==> src/rtl/irq_trap_ctrl_if.sv <==
// Pipeline/CSR-side signal bundle for irq_trap_ctrl.
// slave modport: the trap controller. master modport: the pipeline/CSR side.
interface irq_trap_ctrl_if #(
    parameter int CAUSE_W = 4
) ();
    logic               mie_i;
    logic [31:0]        tvec_i;
    logic [31:0]        epc_i;
    logic [31:0]        pc_i;
    logic               mret_i;
    logic               halt_req_o;
    logic               halt_ack_i;
    logic               save_epc_o;
    logic [31:0]        epc_pc_o;
    logic               mret_o;
    logic               pc_set_o;
    logic [31:0]        pc_target_o;
    logic [CAUSE_W-1:0] cause_o;
    logic               in_trap_o;

    modport slave (
        input  mie_i, tvec_i, epc_i, pc_i, mret_i, halt_ack_i,
        output halt_req_o, save_epc_o, epc_pc_o, mret_o, pc_set_o,
               pc_target_o, cause_o, in_trap_o
    );

    modport master (
        output mie_i, tvec_i, epc_i, pc_i, mret_i, halt_ack_i,
        input  halt_req_o, save_epc_o, epc_pc_o, mret_o, pc_set_o,
               pc_target_o, cause_o, in_trap_o
    );
endinterface

==> src/rtl/irq_trap_ctrl.sv <==
// Machine-mode interrupt/trap sequencer: latches IRQ rising edges, picks the
// lowest pending index, halts the pipeline, strobes CSR save/mret and
// redirects the PC.
// Optional feature: define IRQ_VECTORED_EN for vectored trap targets
// (base + cause*4); otherwise every trap goes to the aligned mtvec base.
module irq_trap_ctrl #(
    parameter int N_IRQ   = 8,
    parameter int CAUSE_W = 4
) (
    input  logic             clk,
    input  logic             rst_n,
    input  logic [N_IRQ-1:0] irq_i,
    irq_trap_ctrl_if.slave   bus
);
    typedef enum logic [2:0] {
        IDLE = 3'd0,
        REQ  = 3'd1,
        SAVE = 3'd2,
        TRAP = 3'd3,
        RET  = 3'd4
    } state_t;

    state_t             state_q, state_d;
    logic [N_IRQ-1:0]   irq_q, irq_d;
    logic               armed_q, armed_d;
    logic [N_IRQ-1:0]   pending_q, pending_d;
    logic [CAUSE_W-1:0] cause_q, cause_d;
    logic [31:0]        epc_pc_q, epc_pc_d;
    logic [31:0]        pc_target_q, pc_target_d;
    logic               halt_req_q, halt_req_d;
    logic               save_epc_q, save_epc_d;
    logic               mret_q, mret_d;
    logic               pc_set_q, pc_set_d;
    logic               in_trap_q, in_trap_d;

    logic [CAUSE_W-1:0] sel;
    logic               sel_found;
    logic [N_IRQ-1:0]   clr_mask;
    logic [N_IRQ-1:0]   irq_rise;
    logic [31:0]        vector;

    // Edge detection, lowest-index selection and pending set/clear.
    // armed_q blocks edge detection on the first cycle after reset so a line
    // held high across reset does not look like a fresh rising edge.
    always_comb begin
        irq_d     = irq_i;
        armed_d   = 1'b1;
        irq_rise  = irq_i & ~irq_q & {N_IRQ{armed_q}};
        sel       = '0;
        sel_found = 1'b0;
        clr_mask  = '0;
        for (int unsigned k = 0; k < N_IRQ; k++) begin
            if (pending_q[k] && !sel_found) begin
                sel       = CAUSE_W'(k);
                sel_found = 1'b1;
            end
            if (state_q == SAVE && cause_q == CAUSE_W'(k)) begin
                clr_mask[k] = 1'b1;
            end
        end
        // set wins over clear on the same bit
        pending_d = (pending_q & ~clr_mask) | irq_rise;
    end

    // Next state and registered outputs, decoded from the next state.
    always_comb begin
        state_d     = state_q;
        cause_d     = cause_q;
        epc_pc_d    = epc_pc_q;
        pc_target_d = pc_target_q;
        vector      = {bus.tvec_i[31:2], 2'b00};
        unique case (state_q)
            IDLE: begin
                if (bus.mret_i) begin
                    state_d = RET;
                end else if (pending_q != '0 && bus.mie_i) begin
                    state_d = REQ;
                end
            end
            REQ: begin
                if (bus.mret_i) begin
                    state_d = RET;
                end else if (pending_q == '0 || !bus.mie_i) begin
                    state_d = IDLE;
                end else if (bus.halt_ack_i) begin
                    state_d  = SAVE;
                    cause_d  = sel;
                    epc_pc_d = bus.pc_i;
                end
            end
            SAVE: state_d = TRAP;
            TRAP: begin
                if (bus.mret_i) begin
                    state_d = RET;
                end
            end
            RET:     state_d = IDLE;
            default: state_d = IDLE;
        endcase
`ifdef IRQ_VECTORED_EN
        vector = {bus.tvec_i[31:2], 2'b00} + (32'(cause_d) << 2);
`endif
        if (state_d == SAVE) begin
            pc_target_d = vector;
        end else if (state_d == RET) begin
            pc_target_d = bus.epc_i;
        end
        halt_req_d = (state_d == REQ);
        save_epc_d = (state_d == SAVE);
        mret_d     = (state_d == RET);
        pc_set_d   = (state_d == SAVE) || (state_d == RET);
        in_trap_d  = (state_d == SAVE) || (state_d == TRAP);
    end

    // State and output registers; reset discards any partial trap.
    always_ff @(posedge clk or negedge rst_n) begin
        if (!rst_n) begin
            state_q     <= IDLE;
            irq_q       <= '0;
            armed_q     <= 1'b0;
            pending_q   <= '0;
            cause_q     <= '0;
            epc_pc_q    <= '0;
            pc_target_q <= '0;
            halt_req_q  <= 1'b0;
            save_epc_q  <= 1'b0;
            mret_q      <= 1'b0;
            pc_set_q    <= 1'b0;
            in_trap_q   <= 1'b0;
        end else begin
            state_q     <= state_d;
            irq_q       <= irq_d;
            armed_q     <= armed_d;
            pending_q   <= pending_d;
            cause_q     <= cause_d;
            epc_pc_q    <= epc_pc_d;
            pc_target_q <= pc_target_d;
            halt_req_q  <= halt_req_d;
            save_epc_q  <= save_epc_d;
            mret_q      <= mret_d;
            pc_set_q    <= pc_set_d;
            in_trap_q   <= in_trap_d;
        end
    end

    assign bus.halt_req_o  = halt_req_q;
    assign bus.save_epc_o  = save_epc_q;
    assign bus.epc_pc_o    = epc_pc_q;
    assign bus.mret_o      = mret_q;
    assign bus.pc_set_o    = pc_set_q;
    assign bus.pc_target_o = pc_target_q;
    assign bus.cause_o     = cause_q;
    assign bus.in_trap_o   = in_trap_q;
endmodule

==> src/flat_wrapper.sv <==
// flat-port wrapper written by rule: the top's interface ports become plain ports
module irq_trap_ctrl_flat 
#(
    parameter int N_IRQ   = 8,
    parameter int CAUSE_W = 4
)
  (clk, rst_n, irq_i, bus_mie_i, bus_tvec_i, bus_epc_i, bus_pc_i, bus_mret_i, bus_halt_ack_i, bus_halt_req_o, bus_save_epc_o, bus_epc_pc_o, bus_mret_o, bus_pc_set_o, bus_pc_target_o, bus_cause_o, bus_in_trap_o);
  irq_trap_ctrl_if #(.CAUSE_W(CAUSE_W)) bus_i ();
  input  logic clk;
  input  logic rst_n;
  input  logic [N_IRQ-1:0] irq_i;
  input wire logic [$bits(bus_i.mie_i)-1:0] bus_mie_i;
  input wire logic [$bits(bus_i.tvec_i)-1:0] bus_tvec_i;
  input wire logic [$bits(bus_i.epc_i)-1:0] bus_epc_i;
  input wire logic [$bits(bus_i.pc_i)-1:0] bus_pc_i;
  input wire logic [$bits(bus_i.mret_i)-1:0] bus_mret_i;
  input wire logic [$bits(bus_i.halt_ack_i)-1:0] bus_halt_ack_i;
  output wire logic [$bits(bus_i.halt_req_o)-1:0] bus_halt_req_o;
  output wire logic [$bits(bus_i.save_epc_o)-1:0] bus_save_epc_o;
  output wire logic [$bits(bus_i.epc_pc_o)-1:0] bus_epc_pc_o;
  output wire logic [$bits(bus_i.mret_o)-1:0] bus_mret_o;
  output wire logic [$bits(bus_i.pc_set_o)-1:0] bus_pc_set_o;
  output wire logic [$bits(bus_i.pc_target_o)-1:0] bus_pc_target_o;
  output wire logic [$bits(bus_i.cause_o)-1:0] bus_cause_o;
  output wire logic [$bits(bus_i.in_trap_o)-1:0] bus_in_trap_o;
  assign bus_i.mie_i = bus_mie_i;
  assign bus_i.tvec_i = bus_tvec_i;
  assign bus_i.epc_i = bus_epc_i;
  assign bus_i.pc_i = bus_pc_i;
  assign bus_i.mret_i = bus_mret_i;
  assign bus_i.halt_ack_i = bus_halt_ack_i;
  assign bus_halt_req_o = bus_i.halt_req_o;
  assign bus_save_epc_o = bus_i.save_epc_o;
  assign bus_epc_pc_o = bus_i.epc_pc_o;
  assign bus_mret_o = bus_i.mret_o;
  assign bus_pc_set_o = bus_i.pc_set_o;
  assign bus_pc_target_o = bus_i.pc_target_o;
  assign bus_cause_o = bus_i.cause_o;
  assign bus_in_trap_o = bus_i.in_trap_o;
  irq_trap_ctrl #(.N_IRQ(N_IRQ), .CAUSE_W(CAUSE_W)) u_core (.clk(clk), .rst_n(rst_n), .irq_i(irq_i), .bus(bus_i));
endmodule
==> config.mk <==
export PLATFORM = sky130hd
export DESIGN_NAME = irq_trap_ctrl_flat
export DESIGN_NICKNAME = d
export VERILOG_FILES = /design/src/rtl/irq_trap_ctrl_if.sv /design/src/rtl/irq_trap_ctrl.sv /design/src/flat_wrapper.sv
export SDC_FILE = /design/constraint.sdc
export NUM_CORES = 1
export LEC_CHECK = 0
export CORE_UTILIZATION = 35
export CTS_CLUSTER_SIZE = 10
export DETAILED_ROUTE_END_ITERATION = 8
export PLACE_DENSITY = 0.68
export SETUP_SLACK_MARGIN = 0.1
export SKIP_CTS_REPAIR_TIMING = 1
export SYNTH_ARGS = -nofsm -noshare
export SYNTH_HDL_FRONTEND = slang
export SYNTH_SLANG_ARGS = --single-unit
==> constraint.sdc <==
create_clock -name clk -period 2.45 [get_ports clk]
set_input_delay 0.49 -clock clk [delete_from_list [all_inputs] [get_ports clk]]
set_output_delay 0.49 -clock clk [all_outputs]
set_load 0.005 [all_outputs]
Word level (Yosys, flattened, before mapping)
Cells that the tools add are included.
Widths: inputs -> output; s select.
{"block": "classes", "n_eq_ne": 14, "mux": 31, "n_bitwise": 8, "n_reduce_logical": 33}
{"op": "$mux 32", "n": 2}
{"op": "$mux 3", "n": 10}
{"op": "$and 8x8->8", "n": 3}
{"op": "$eq 4x3->1 const B", "n": 4}
{"op": "$logic_and 1x1->1", "n": 16}
{"op": "$mux 1", "n": 16}
{"op": "$not 8->8", "n": 2}
{"op": "$eq 3x2->1 const B", "n": 4}
{"op": "$pmux 3 s4", "n": 1}
{"op": "$eq 4x2->1 const B", "n": 2}
{"op": "$logic_not 1->1", "n": 8}
{"op": "$logic_not 8->1", "n": 1}
{"op": "$or 8x8->8", "n": 1}
{"op": "$reduce_bool 8->1", "n": 1}
{"op": "$eq 3x1->1 const B", "n": 2}
{"op": "$eq 4x1->1 const B", "n": 1}
{"op": "$logic_not 4->1", "n": 1}
{"op": "$mux 2", "n": 2}
{"op": "$reduce_and 4->1", "n": 1}
{"op": "$eq 3x3->1 const B", "n": 1}
{"op": "$logic_not 3->1", "n": 1}
{"op": "$logic_or 1x1->1", "n": 3}
{"op": "$not 1->1", "n": 2}
{"op": "$reduce_bool 2->1", "n": 1}
{"block": "word_totals", "regBits": 93, "inputBits": 109, "wordCells": 98}

Depth between registers and ports, before layout
{"block": "logic_depth", "depth_word": 22, "mapped_depth": 7}

Least setup slack after synthesis
Ideal clock, no wire load.
{"block": "synth_timing", "path_type": "reg-to-reg", "from": "reg u_core.pending_q[0]", "to": "reg u_core.pc_target_q[16] (netlist: u_core.bus.pc_target_o[16])", "setup_ps": 127, "t_arrival_ps": 1784, "required_time_ps": 2323, "slack_ps": 540, "path_stages_with_launch": 8, "path_buffers": 2, "period_less_slack_ps": 1910, "path_cell_list": "dfrtp_1 > or4_4 > o211ai_2 > inv_2 > buf_4 > buf_2 > a22oi_1 > o21ai_1"}
{"block": "synth_via", "elab_chain_cells": 7}
{"element": "from (decl)", "line": "irq_trap_ctrl.sv:26", "source": "logic [N_IRQ-1:0] pending_q, pending_d;"}
{"element": "from (signal assigned)", "line": "irq_trap_ctrl.sv:134", "source": "pending_q <= pending_d;"}
{"element": "$logic_not 8->1 / $reduce_bool 8->1 (equally long branches)", "line": "irq_trap_ctrl.sv:83, irq_trap_ctrl.sv:76"}
{"element": "$logic_or 1x1->1 / $logic_and 1x1->1 (equally long branches)", "line": "irq_trap_ctrl.sv:83, irq_trap_ctrl.sv:76"}
{"element": "$mux 3 (on tied branches)", "line": "irq_trap_ctrl.sv:83, irq_trap_ctrl.sv:76"}
{"element": "$mux 3 (on tied branches)", "line": "irq_trap_ctrl.sv:81, irq_trap_ctrl.sv:74"}
{"element": "$pmux 3 s4 *", "line": "irq_trap_ctrl.sv:72", "source": "unique case (state_q)"}
{"element": "$eq 3x2->1 / $eq 3x3->1 (equally long branches)", "line": "irq_trap_ctrl.sv:103, irq_trap_ctrl.sv:105"}
{"element": "$mux 32 / $reduce_bool 2->1 (equally long branches)"}
{"element": "to (signal assigned)", "line": "irq_trap_ctrl.sv:137", "source": "pc_target_q <= pc_target_d;"}
{"element": "to (decl)", "line": "irq_trap_ctrl.sv:29", "source": "logic [31:0] pc_target_q, pc_target_d;"}
Every way passes the cells marked *; elsewhere a longest branch is shown, timed or not.
A chain may end at the register's enable or synchronous reset.

Worst setup path in the final report
{"block": "layout_timing", "from": "reg u_core.pending_q[0]", "to": "reg u_core.pc_target_q[23] (netlist: u_core.bus.pc_target_o[23])"}
The elaborated chain is that of the path after synthesis.

==> results.sh <==
export IMPL_syn_area_per_cell_um2=9.87
export IMPL_clk_latency_ns=0.35
export IMPL_synth_compound_area_frac=0.138
export IMPL_hpwl_um=6850
export IMPL_fmax_mhz=475
export IMPL_cpLargestDelayFamily="simple AND/OR/NAND/NOR gates"
export IMPL_ys_warn_count=0
export IMPL_grt_max_degree=49
export IMPL_drtAntennaViolNets=0
export IMPL_m1WireLength_um=4230
export IMPL_syn2layout_area_growth_pct=58.9
export IMPL_fillCellCount=947
export IMPL_track_usage=0.177
export IMPL_start_util=0.358
export IMPL_worstHoldPathType="in -> async"
export IMPL_top_layer_used="met4"
export IMPL_grt_pass1_wl_um=15400
export IMPL_placementRows=37
export IMPL_power_density_mw_per_mm2=688
export IMPL_gp_congestion=0.811
export IMPL_critPathSlowestCell="or4_4"
export IMPL_first_global_vias=3173
export IMPL_avgViaCountPerCell=4.60
export IMPL_worstPathRequired_ns=2.72
export IMPL_outcome="finished, final reports clean"
export IMPL_drc_errors=0
export IMPL_clock_root_buffer="clkbuf_8"
export IMPL_crit_arrival_ns=2.38
export IMPL_layout_nets=659
export IMPL_cts_tree="yes"
export IMPL_synth_seq_cells=92
export IMPL_synth_top_cell_by_area="dfrtp_1"
export IMPL_cts_buffer_depth=2
export IMPL_rsz0062_at_grt="no"
export IMPL_met3_length_um=590
export IMPL_synth_top_area_share=0.625
export IMPL_core_area_mm2=0.0103
export IMPL_routedWlPerCell_um=13.6
export IMPL_final_cell_mix="clkdlybuf4s50_1, nand2_1, dfrtp_1, inv_1"
export IMPL_final_layout_size_suffix_gt1_frac=0.0577
export IMPL_endpoint_kind="register"
export IMPL_cts_sink_count=92
export IMPL_yosys_area_share_simple=0.173
export IMPL_yosys_mux_area_fraction=0.00306
export IMPL_fin_skew_ns=0.0142
export IMPL_max_stage_delay_ns=0.59
export IMPL_finalCritPeriodShare=0.860
export IMPL_seq_area_frac_synth=0.625
export IMPL_synth_cell_types=32
export IMPL_crit_chain="or4_4, o211ai_4, inv_2, or2_1, buf_4, o21ai_1"
export IMPL_firstDrtPassIters=4
export IMPL_cts_clk_slew_worst_paths_ns=0.09
export IMPL_vias=3176
export IMPL_final_common_cell="clkdlybuf4s50_1"
export IMPL_first_iter_violations=167
export IMPL_whs_ns=0.112
export IMPL_drt_wl_total_um=9390
export IMPL_antenna_found_initial=0
export IMPL_grt_remaining_overflow=0
export IMPL_synth_adder_area_share=0
export IMPL_maxCapViolCount=0
export IMPL_path_buf_inv=2
export IMPL_hold_viol=0
export IMPL_syn_num_nets=482
export IMPL_report_final_slew_viol_count=0
export IMPL_critPathLaunchType="register"
export IMPL_cts_buffers=9
export IMPL_synthesis_area_mm2=0.00368
export IMPL_ir_worst_vdd_mv=0.318
export IMPL_synthTopCellsByArea="dfrtp_1, nand2_1, a22oi_1"
export IMPL_die_w_um=105
export IMPL_worstMarginPinSlew_ns=0.552
export IMPL_synth_xor_area_share=0
export IMPL_postSynthCellCount=373
export IMPL_period_minus_slack_ns=2.11
export IMPL_fin_util=0.569
export IMPL_synth_top_family_by_area="simple AND/OR/NAND/NOR gates"
export IMPL_crit_type="reg -> reg"
export IMPL_htree_levels=3
export IMPL_setup_viol=0
export IMPL_leakage_nw=2.61
export IMPL_die_y_um=105
export IMPL_num_io_pins=182
export IMPL_finalWorstSetupSlack_ns=0.343
export IMPL_setup_tns_ns=0
export IMPL_relSlewSlack=0.632
export IMPL_worstPathMaxFanout=14
export IMPL_met2WireLength_um=4410
export IMPL_die_area_mm2=0.0109
export IMPL_preCtsSetupSlack_ns=0.0860
export IMPL_port_buffer_count=178
export IMPL_diodes=0
## registers in the layout, indices dropped and copies added, names as in the netlist
name and count:
u_core.bus.cause_o 3, u_core.bus.in_trap_o 1, u_core.pending_q 8, u_core.armed_q 1, u_core.bus.pc_set_o 1, u_core.state_q 3
u_core.bus.mret_o 1, u_core.bus.pc_target_o 32, u_core.bus.save_epc_o 1, u_core.bus.halt_req_o 1, u_core.bus.epc_pc_o 32, u_core.irq_q 8
## worst register-to-register path, stage by stage, from the launching register on
cell	delay (ns)
dfrtp_1	0.44
or4_4	0.59
o211ai_4	0.21
inv_2	0.06
or2_1	0.34
buf_4	0.24
o21ai_1	0.15
## cell usage after synthesis
| cell type | instances |
|---|---|
| nand2b_1 | 6 |
| o31ai_1 | 3 |
| o221a_2 | 1 |
| and3_1 | 2 |
| o21ai_0 | 10 |
| o21ai_1 | 29 |
| nand2_1 | 115 |
| or4_4 | 1 |
| o211ai_2 | 1 |
| and4b_1 | 1 |
| and4_1 | 1 |
| o41ai_1 | 2 |
| a31o_2 | 2 |
| inv_1 | 31 |
| buf_4 | 4 |
| a22oi_1 | 29 |
| buf_1 | 2 |
| mux2_2 | 1 |
| nor3_1 | 2 |
| buf_2 | 5 |
| inv_2 | 1 |
| nor2_1 | 4 |
| or4_1 | 1 |
| nand3b_1 | 7 |
| conb_1 | 2 |
| dfrtp_1 | 92 |
| or2_1 | 1 |
| nor4_1 | 1 |
| nor2b_1 | 3 |
| a21oi_1 | 3 |
| nor3b_1 | 1 |
| clkbuf_1 | 9 |
## power by group
part,internal [mW],switching (mW)
registers,1.75,0.130
clock network,0.634,0.519
logic,0.644,0.347
## layout make-up
class / instances / area (µm²) / share of cell area
clock buffers: 11 / 151 / 0.0259
repair buffers: 186 / 1850 / 0.317
multi-input cells: 229 / 1170 / 0.200
well taps: 136 / 170 / 0.0291
inverters: 32 / 120 / 0.0205
clock inverters: 5 / 82.6 / 0.0141
flip-flops and latches: 92 / 2300 / 0.393
## kinds of logic (layout without fill, tap and decap cells)
logic type | Yosys count | count (layout)
other | 2 | 2
AO/OA/AOI/OAI | 80 | 80
flip-flops | 92 | 92
AND/OR/NAND/NOR | 146 | 146
buffers and inverters | 52 | 234
multiplexers | 1 | 1
## final timing paths
check	endpoint	from	cells past startpoint	slack [ns]
setup / recovery	u_core.bus.pc_target_o[23]	u_core.pending_q[0]	6	0.34
hold / removal	u_core.bus.epc_pc_o[30]	rst_n	1	0.11
setup reg to reg	u_core.bus.pc_target_o[23]	u_core.pending_q[0]	6	0.34
hold reg to reg	u_core.pending_q[6]	u_core.irq_q[6]	1	0.45
max in group asynchronous	u_core.bus.pc_target_o[18]	rst_n	2	1.71
min in group clk	u_core.pending_q[6]	u_core.irq_q[6]	1	0.45
## metal layers
layer,global-route usage,vias to the layer above
li1,-,1578
met2,0.292,115
met1,0.227,1471
met3,0.0399,12
met5,0,-
met4,0.0674,0
## stage by stage
stage                     power (mW)  cells  area [µm²]
final                           4.03    691        5850
after global routing            4.26    691        5850
after CTS                       4.09    691        5850
after detailed placement        2.92    675        5620
after global placement          2.89    675        5620
after floorplan                 2.18    373        3680
Note: power is estimated with default switching activity, not from simulation.
